[src/rtl/keypress_message_sequencer.sv]
// ============================================================================
// keypress_message_sequencer
//
// Feeds a byte-serial transmitter with one fixed ASCII message per key press:
// "KEYn" optionally followed by CR LF, where n is the key index '0'..'9'.
// Presses are latched in a PENDING register and served lowest index first.
// One byte is handed over per TX_SEND / TX_DONE handshake.
//
// Parameters
//   KEY_COUNT          number of key inputs (1..10)
//   NEWLINE_EN         1 = 6-byte message with CR LF, 0 = 4-byte message
//   TX_TIMEOUT_CYCLES  cycles allowed for TX_DONE before the message is
//                      abandoned (must be >= 2); TX_ERROR rises
//                      TX_TIMEOUT_CYCLES-1 cycles after the unanswered TX_SEND
//
// Ports
//   CLK          in   system clock, rising edge
//   RESET        in   asynchronous reset, active low
//   KEY_PRESSED  in   one-cycle press pulses, bit i = key i
//   TX_SEND      out  one-cycle byte request, TX_DATA valid with it
//   TX_DATA      out  byte to send, held until the matching TX_DONE
//   TX_DONE      in   one-cycle pulse, current byte fully transmitted
//   BUSY         out  a message is in progress
//   OVERRUN      out  sticky, a press hit a key that was already pending
//   TX_ERROR     out  sticky, a TX_DONE timeout occurred
// ============================================================================
module keypress_message_sequencer #(
    parameter int KEY_COUNT         = 4,
    parameter int NEWLINE_EN        = 1,
    parameter int TX_TIMEOUT_CYCLES = 100000
) (
    input  logic                 CLK,
    input  logic                 RESET,
    input  logic [KEY_COUNT-1:0] KEY_PRESSED,
    output logic                 TX_SEND,
    output logic [7:0]           TX_DATA,
    input  logic                 TX_DONE,
    output logic                 BUSY,
    output logic                 OVERRUN,
    output logic                 TX_ERROR
);

    localparam int IDX_W   = (KEY_COUNT > 1) ? $clog2(KEY_COUNT) : 1;
    localparam int TIMER_W = (TX_TIMEOUT_CYCLES > 1) ? $clog2(TX_TIMEOUT_CYCLES) : 1;

    localparam logic [2:0] LAST_BYTE = (NEWLINE_EN != 0) ? 3'd5 : 3'd3;
    // The abort fires at the edge where the timer would reach
    // TX_TIMEOUT_CYCLES-1, so the compare value is one below that.
    localparam logic [TIMER_W-1:0] TIMER_ABORT = TIMER_W'(TX_TIMEOUT_CYCLES - 2);
    localparam logic [TIMER_W-1:0] TIMER_MAX   = '1;

    typedef enum logic [1:0] {
        S_IDLE = 2'd0,
        S_LOAD = 2'd1,
        S_WAIT = 2'd2
    } state_t;

    state_t               state;
    logic [KEY_COUNT-1:0] pending;
    logic [IDX_W-1:0]     key_idx;
    logic [2:0]           byte_idx;
    logic [TIMER_W-1:0]   timer;

    logic [KEY_COUNT-1:0] lowest_onehot;
    logic [KEY_COUNT-1:0] clear_mask;
    logic [IDX_W-1:0]     sel_idx;
    logic                 sel_valid;

    // Message byte table; the digit is formed from the captured key index.
    function automatic logic [7:0] msg_byte(input logic [2:0] idx,
                                            input logic [IDX_W-1:0] key);
        case (idx)
            3'd0:    msg_byte = 8'h4B;
            3'd1:    msg_byte = 8'h45;
            3'd2:    msg_byte = 8'h59;
            3'd3:    msg_byte = 8'h30 + 8'(key);
            3'd4:    msg_byte = 8'h0D;
            3'd5:    msg_byte = 8'h0A;
            default: msg_byte = 8'h00;
        endcase
    endfunction

    // Lowest-index arbitration: isolate the lowest set bit and encode it.
    always_comb begin
        // NOTE: every signal written here gets a default first, so no path
        // leaves it unassigned and no latch is inferred.
        sel_valid     = |pending;
        sel_idx       = '0;
        lowest_onehot = pending & (~pending + 1'b1);
        for (int i = KEY_COUNT - 1; i >= 0; i--) begin
            if (pending[i]) begin
                sel_idx = IDX_W'(i);
            end
        end
        clear_mask = (state == S_IDLE) ? lowest_onehot : '0;
    end

    always_ff @(posedge CLK or negedge RESET) begin
        // NOTE: the pending register and index/timer are plain flops, not a
        // memory, so they are all cleared by reset along with the outputs.
        if (!RESET) begin
            state    <= S_IDLE;
            pending  <= '0;
            key_idx  <= '0;
            byte_idx <= '0;
            timer    <= '0;
            TX_SEND  <= 1'b0;
            TX_DATA  <= 8'h00;
            BUSY     <= 1'b0;
            OVERRUN  <= 1'b0;
            TX_ERROR <= 1'b0;
        end else begin
            // NOTE: non-blocking assignments throughout, so every branch
            // reads the pre-edge values of state, pending and timer.
            // A press on the same edge as its clear wins, keeping the bit set.
            pending <= (pending & ~clear_mask) | KEY_PRESSED;

            if (|(KEY_PRESSED & pending & ~clear_mask)) begin
                OVERRUN <= 1'b1;
            end

            TX_SEND <= 1'b0;

            case (state)
                S_IDLE: begin
                    if (sel_valid) begin
                        key_idx  <= sel_idx;
                        byte_idx <= 3'd0;
                        BUSY     <= 1'b1;
                        state    <= S_LOAD;
                    end
                end

                S_LOAD: begin
                    TX_SEND <= 1'b1;
                    TX_DATA <= msg_byte(3'd0, key_idx);
                    timer   <= '0;
                    state   <= S_WAIT;
                end

                S_WAIT: begin
                    if (TX_DONE) begin
                        if (byte_idx == LAST_BYTE) begin
                            BUSY  <= 1'b0;
                            state <= S_IDLE;
                        end else begin
                            // Next byte goes out with no idle gap.
                            byte_idx <= byte_idx + 3'd1;
                            TX_SEND  <= 1'b1;
                            TX_DATA  <= msg_byte(byte_idx + 3'd1, key_idx);
                            timer    <= '0;
                        end
                    end else if (timer == TIMER_ABORT) begin
                        // Transmitter stalled: drop the rest of the message.
                        TX_ERROR <= 1'b1;
                        BUSY     <= 1'b0;
                        state    <= S_IDLE;
                    end else if (timer != TIMER_MAX) begin
                        timer <= timer + 1'b1;
                    end
                end

                default: begin
                    BUSY  <= 1'b0;
                    state <= S_IDLE;
                end
            endcase
        end
    end

endmodule

[config.mk]
export PLATFORM = sky130hd
export DESIGN_NAME = keypress_message_sequencer
export DESIGN_NICKNAME = d
export VERILOG_FILES = /design/src/rtl/keypress_message_sequencer.sv
export SDC_FILE = /design/constraint.sdc
export NUM_CORES = 1
export LEC_CHECK = 0
export CORE_AREA = 4 4 71 73
export DETAILED_ROUTE_END_ITERATION = 6
export DIE_AREA = 0 0 75 77
export MAX_ROUTING_LAYER = met4
export PLACE_DENSITY_LB_ADDON = 0.3
export SYNTH_ARGS = -nofsm -noshare
export SYNTH_HDL_FRONTEND = slang
export SYNTH_SLANG_ARGS = --single-unit
[constraint.sdc]
create_clock -name CLK -period 2.8 [get_ports CLK]
set_clock_uncertainty 0.2 [all_clocks]
set_input_delay 0.42 -clock CLK [delete_from_list [all_inputs] [get_ports CLK]]
set_output_delay 0.42 -clock CLK [all_outputs]
set_load 0.1 [all_outputs]
==> out/results.ini <==
[status]
outcome=finished, final reports clean

[sta]
hold_violations=0
relSlewSlack=0.420
maxSlewViolCount=0
setup_violations=0
fin_crit_sh=0.929
fin_setup_tns_ps=0
fin_crit_ps=2600
final.setup.worst_slack_ps=200
worst_pin_slew_ps=870
max_freq_mhz=385

[cells_and_area]
final_cell_mix=dfrtp_1 (39), o21ai_0 (24), buf_4 (24)
layout.nets=275
syn_to_final_growth_pct=18.1
final_common_cell=dfrtp_1
fin_util=0.599
drive_above_1_share=0.229
fin_cells=310
antennaDiodeCount=0

[critical_path]
worstSetupStartpointType=flip-flop
cp_common_cell=ha_1
path_cells=ha_1 -> nand2_1 -> nor3_2 -> nand3_1 -> nor3_1 -> ha_1 -> or2b_2 -> a31oi_4 -> a31o_4 -> o21ai_0 -> a21oi_1
crit_type=flip-flop to flip-flop
critPathSlowestCell=dfrtp_1
worstPathRequired_ps=2820
path_max_fanout=9
end_kind=flip-flop
arrival_ps=2620
critPathMaxStageDelay_ps=350
cp_top_family=simple AND/OR/NAND/NOR gates
crit_buf_inv=0

[power]
p_per_area_nw_per_um2=928
leakagePower_nw=1.14
ir_worst_vdd_uv=508

[clock_network]
ctsRootBufferMaster=clkbuf_8
cts_tree=built
cts_sinks=39
path_clk_slew_ps=70
cts_max_level=2
cts_hold_buf=0
clockBufferDepth=2
clk_latency_ps=290
numCtsBuffers=5

[detailed_routing]
routed_via_density=5.91
first_pass_iters=4
drc=0
wl_per_cell_microns=15.2
wirelength_mm=4.73
drtIter0Drc=121
vias=1833
final_antenna_net_count=0

[global_routing]
antenna_found_initial=0
grt_util_met1=0.229
grtUsageMet2=0.304
grt_pass1_wl_mm=8.39
grt-ovfl-total=0
grt_usage=0.189
grt_busiest_layer=met2
grt_pass1_vias=1887
grt_max_degree=40
grtUsageMet3=0.0418

[placement]
io_buffer_count=17
gp_congestion=0.844
post-place-ws_ps=9.68
dpl.cell_count=300
dp_hpwl_mm=3.36

[floorplanning]
pin_count=19
die_width_microns=75
placeableCoreArea_sq_um=4350
start_util=0.507
die_y_microns=77
rows=24
dieArea_sq_um=5780

[logic_synthesis]
async_flop_share=1.00
yosys_warnings=0
synth-edff-count=0
synth_area_leaders=dfrtp_1 (44%), ha_1 (6.2%), o21ai_0 (5.4%)
post_synth_num_cell_types=57
postSynthCellCount=227
ys_seq_area_frac=0.442
ys.flop_type=dfrtp_1
synth_seq_cells=39
synth_top_area_frac=0.442
netlist_area_sq_um=2210
syn_area_per_cell_sq_um=9.73
yosysTopAreaCell=dfrtp_1
syn_nets=245

[hold_path]
worstHoldPathType=input port to asynchronous set/reset pin

[flow_run]
cap_viol_max_count=0

## layer usage
layer | part of all wire | wire length [microns]
met5 | 0 | 0
met2 | 0.51 | 2400
met1 | 0.44 | 2060
met3 | 0.043 | 203
met4 | 0.013 | 60
## final timing paths
kind / slack [ps] / startpoint / cells past startpoint / end
min reg2reg: 280 / TX_ERROR / 1 / TX_ERROR
max in group asynchronous: 1810 / RESET / 1 / timer[8]
max: 200 / timer[0] / 11 / timer[11]
max reg2reg: 200 / timer[0] / 11 / timer[11]
min in group CLK: 280 / TX_ERROR / 1 / TX_ERROR
min: 40 / RESET / 1 / timer[4]
## area by class of cell
| cell class | instances | area [sq um] |
|---|---|---|
| Sequential cell | 39 | 976 |
| Inverter | 10 | 37.5 |
| Clock inverter | 2 | 35.0 |
| Tap cell | 52 | 65.1 |
| Multi-Input combinational cell | 171 | 1180 |
| Fill cell | 379 | 1750 |
| Timing Repair Buffer | 30 | 235 |
| Clock buffer | 6 | 82.6 |
## where the power goes
part           internal [W]  leakage, nW  switching (W)
clock network      0.000288       0.0612       0.000191
registers          0.000674        0.491      0.0000821
logic              0.000386        0.590       0.000801
total               0.00135         1.14        0.00107
## sequential cells by signal, summed over array words and instances, names as in the netlist
name	count
BUSY	1
state	2
OVERRUN	1
TX_SEND	1
TX_ERROR	1
key_idx	2
byte_idx	3
TX_DATA	7
pending	4
timer	17
## cells by family (layout without fill, tap and decap cells)
family,count (synthesis),after routing,synth area share
other,1,1,0.00170
AO/OA/AOI/OAI,69,70,0.210
multiplexers,5,5,0.0249
XOR/XNOR,3,3,0.0119
adder cells (fa/ha/maj),11,11,0.0623
buffers and inverters,18,48,0.0425
AND/OR/NAND/NOR,81,81,0.205
flip-flops,39,39,0.442
## cells in the mapped netlist (3+ instances only)
cell type	number
nand3_1	10
clkbuf_1	4
o21ai_0	24
mux2_2	3
nand2_1	21
inv_1	10
nand4_1	4
a22o_1	7
a31oi_1	4
or3_2	3
ha_1	11
o21a_1	4
a21oi_1	10
nand2b_1	3
nor2_1	18
nor3_1	4
dfrtp_1	39
## metrics by stage
stage | cell area [sq um] | hold slack, ps | total power (W)
floorplan | 2210 | -75.6 | 0.00167
global placement | 2450 | 262 | 0.00189
detailed placement | 2450 | 266 | 0.00191
CTS | 2570 | 68.2 | 0.00240
global route | 2610 | 110 | 0.00259
finish | 2610 | 44.8 | 0.00242
## worst reg2reg max path: cells and delay by family, from the launching register on
| kind | cells | cell delay [ps] |
|---|---|---|
| DFF | 1 | 350 |
| AOI/OAI and AO/OA | 4 | 660 |
| and+or+nand+nor | 5 | 930 |
| adders and majority gates | 2 | 390 |
## what timing repair did
item                       CTS  global route
setup endpoints to repair    4            15
gates cloned                 0             1
setup buffers                0             1
resized for setup            1             3
No activity file was read; power rests on OpenSTA's default activity.
==> patch (same flow settings) <==
Change the parameter `NEWLINE_EN` from 1 to 0. Comments in the files are not updated.
--- a/src/rtl/keypress_message_sequencer.sv
+++ b/src/rtl/keypress_message_sequencer.sv
@@ -27,5 +27,5 @@
 module keypress_message_sequencer #(
     parameter int KEY_COUNT         = 4,
-    parameter int NEWLINE_EN        = 1,
+    parameter int NEWLINE_EN        = 0,
     parameter int TX_TIMEOUT_CYCLES = 100000
 ) (
Function: changed (a bounded check fails within 10 cycles, from zero or initial values and one cycle with RESET low).
==> patch against the original RTL <==
  * Wire length increased by 13%
  * Non-clock buffer count decreased by 2
  * Sequential cell count did not move
  * Power shrank 8.6%
  * Utilization is 1.2 points higher
  * Cell area rose by 2.1%
  * Setup slack worse by 0.0027 ns
  * Synthesized area increased by 4.7%
  * Critical endpoint is now timer[15]
  * Largest cell class unchanged
  * Largest power group unchanged
==> patch: results (changes against the original RTL) <==
Final layout
The layout multi-input combinational cell count is 176 (+2.9%). The share of final layout cell area taken by clock buffers and inverters is 3.05% (-1.5 points). The post-layout instance count excluding filler cells came to 317 (+2.3%).

The count of clock-net buffers in the final layout is 7 (+1). The number of signal-net buffers in the layout came to 28 (-6.7%). The number of nets at the end of the flow is 283 (+2.9%).

The number of filler instances in the final layout is 382 (+0.79%). The area share of buffers outside the clock network is 8.27% (-0.75 points). The fraction of area in multi-input gates was 47.6% (+2.5 points). The number of non-clock inverters is 14 (+4).

Pwr
The power per cell area is 831 nW/um^2 (-10%). The maximum VDD drop came to 0.612 mV (+21%). The static leakage power is 1.18 nW (+3.7%).

Critical path
On the critical path the largest part of the delay comes from compound AO/OA/AOI/OAI gates. The endpoint arrival time on the critical path is 2.58 ns (-0.04 ns). The critical path's largest stage delay is 0.42 ns (+0.07 ns). The depth of the worst register-to-register path came to 9 (-2). The largest fanout on the critical path is 7 (-2).

Placed design
The area of placed instances is 2540 um^2 (+3.7%). The routability-driven placement congestion ratio came to 0.904 (+7.1%). The worst slack at placement is 0.0695 ns (+0.0598 ns). The number of cells in the design after placement is 306 (+2.0%).

The half-perimeter wire length of the detailed placement result was 3910 um (+16%).

STA
The worst-case hold slack is 0.0440 ns (-0.000810 ns). The minimum clock period after layout was 2.60 ns (+0.00265 ns). The remaining max-slew budget at the tightest pin was 41.4% (-0.56 points).

Yosys
The number of nets in the synthesized netlist was 257 (+4.9%). The synthesized area per cell is 9.72 um^2 (-0.14%). The commonest cells after synthesis are sky130_fd_sc_hd__dfrtp_1 (39), sky130_fd_sc_hd__nand2_1 (19), sky130_fd_sc_hd__o21ai_0 (16), sky130_fd_sc_hd__inv_1 (14), sky130_fd_sc_hd__nor2_1 (14). In the post-synthesis netlist, the biggest area contributors are sky130_fd_sc_hd__dfrtp_1 (42%), sky130_fd_sc_hd__ha_1 (6.5%), sky130_fd_sc_hd__o21ai_0 (3.5%), sky130_fd_sc_hd__nand2_1 (3.1%), sky130_fd_sc_hd__mux2i_1 (3.0%).

The sequential cell area fraction in the yosys report is 42.2% (-2.0 points). The count of unique library cells instantiated by Yosys is 62 (+8.8%).

Global route
The via count of the first global-routing pass was 1988 (+5.4%). The first-pass GRT wire length came to 9180 um (+9.5%). The overall routing resource usage is 20.9% (+2.0 points). The number of antenna violations at the first check in global routing is 0 (unchanged).

Route
The average routed wire per standard cell is 16.9 um (+11%). The vias per cell was 6.19 (+4.7%).

Outcome
The flow ran to the end, and the final reports show no timing, DRC or antenna violations.

Min path
The min-delay analysis places its worst path in the category in2async.
[patch: logic make-up after synthesis]
group                    after synthesis  share of synthesized area (%)
flip-flops                            39                           42.2
AND/OR/NAND/NOR                       84                           21.9
adder cells (fa/ha/maj)               12                           6.49
multiplexers                           9                           4.00
AO/OA/AOI/OAI                         70                           21.1
buffers and inverters                 23                           4.11
other                                  1                          0.162
[patch: routing by layer]
metal / track usage (%) / vias up / wire [um]
met2: 33.0 / 51 / 2740
met4: 7.83 / 0 / 116
met5: - / - / 0
met1: 26.1 / 946 / 2280
met3: 3.92 / 14 / 216
li1: - / 952 / -
[patch: where the power goes]
part | leakage (nW) | switching, mW | total, mW | internal [mW]
Combinational | 0.653 | 0.743 | 1.09 | 0.352
Sequential | 0.489 | 0.0774 | 0.747 | 0.670
Clock | 0.0422 | 0.196 | 0.371 | 0.175
[patch: timing repair]
action,4_1_cts,5_1_grt
resized for setup,0,5
buffers inserted,0,3
endpoints found under the setup margin,0,16
hold endpoints to repair,0,0
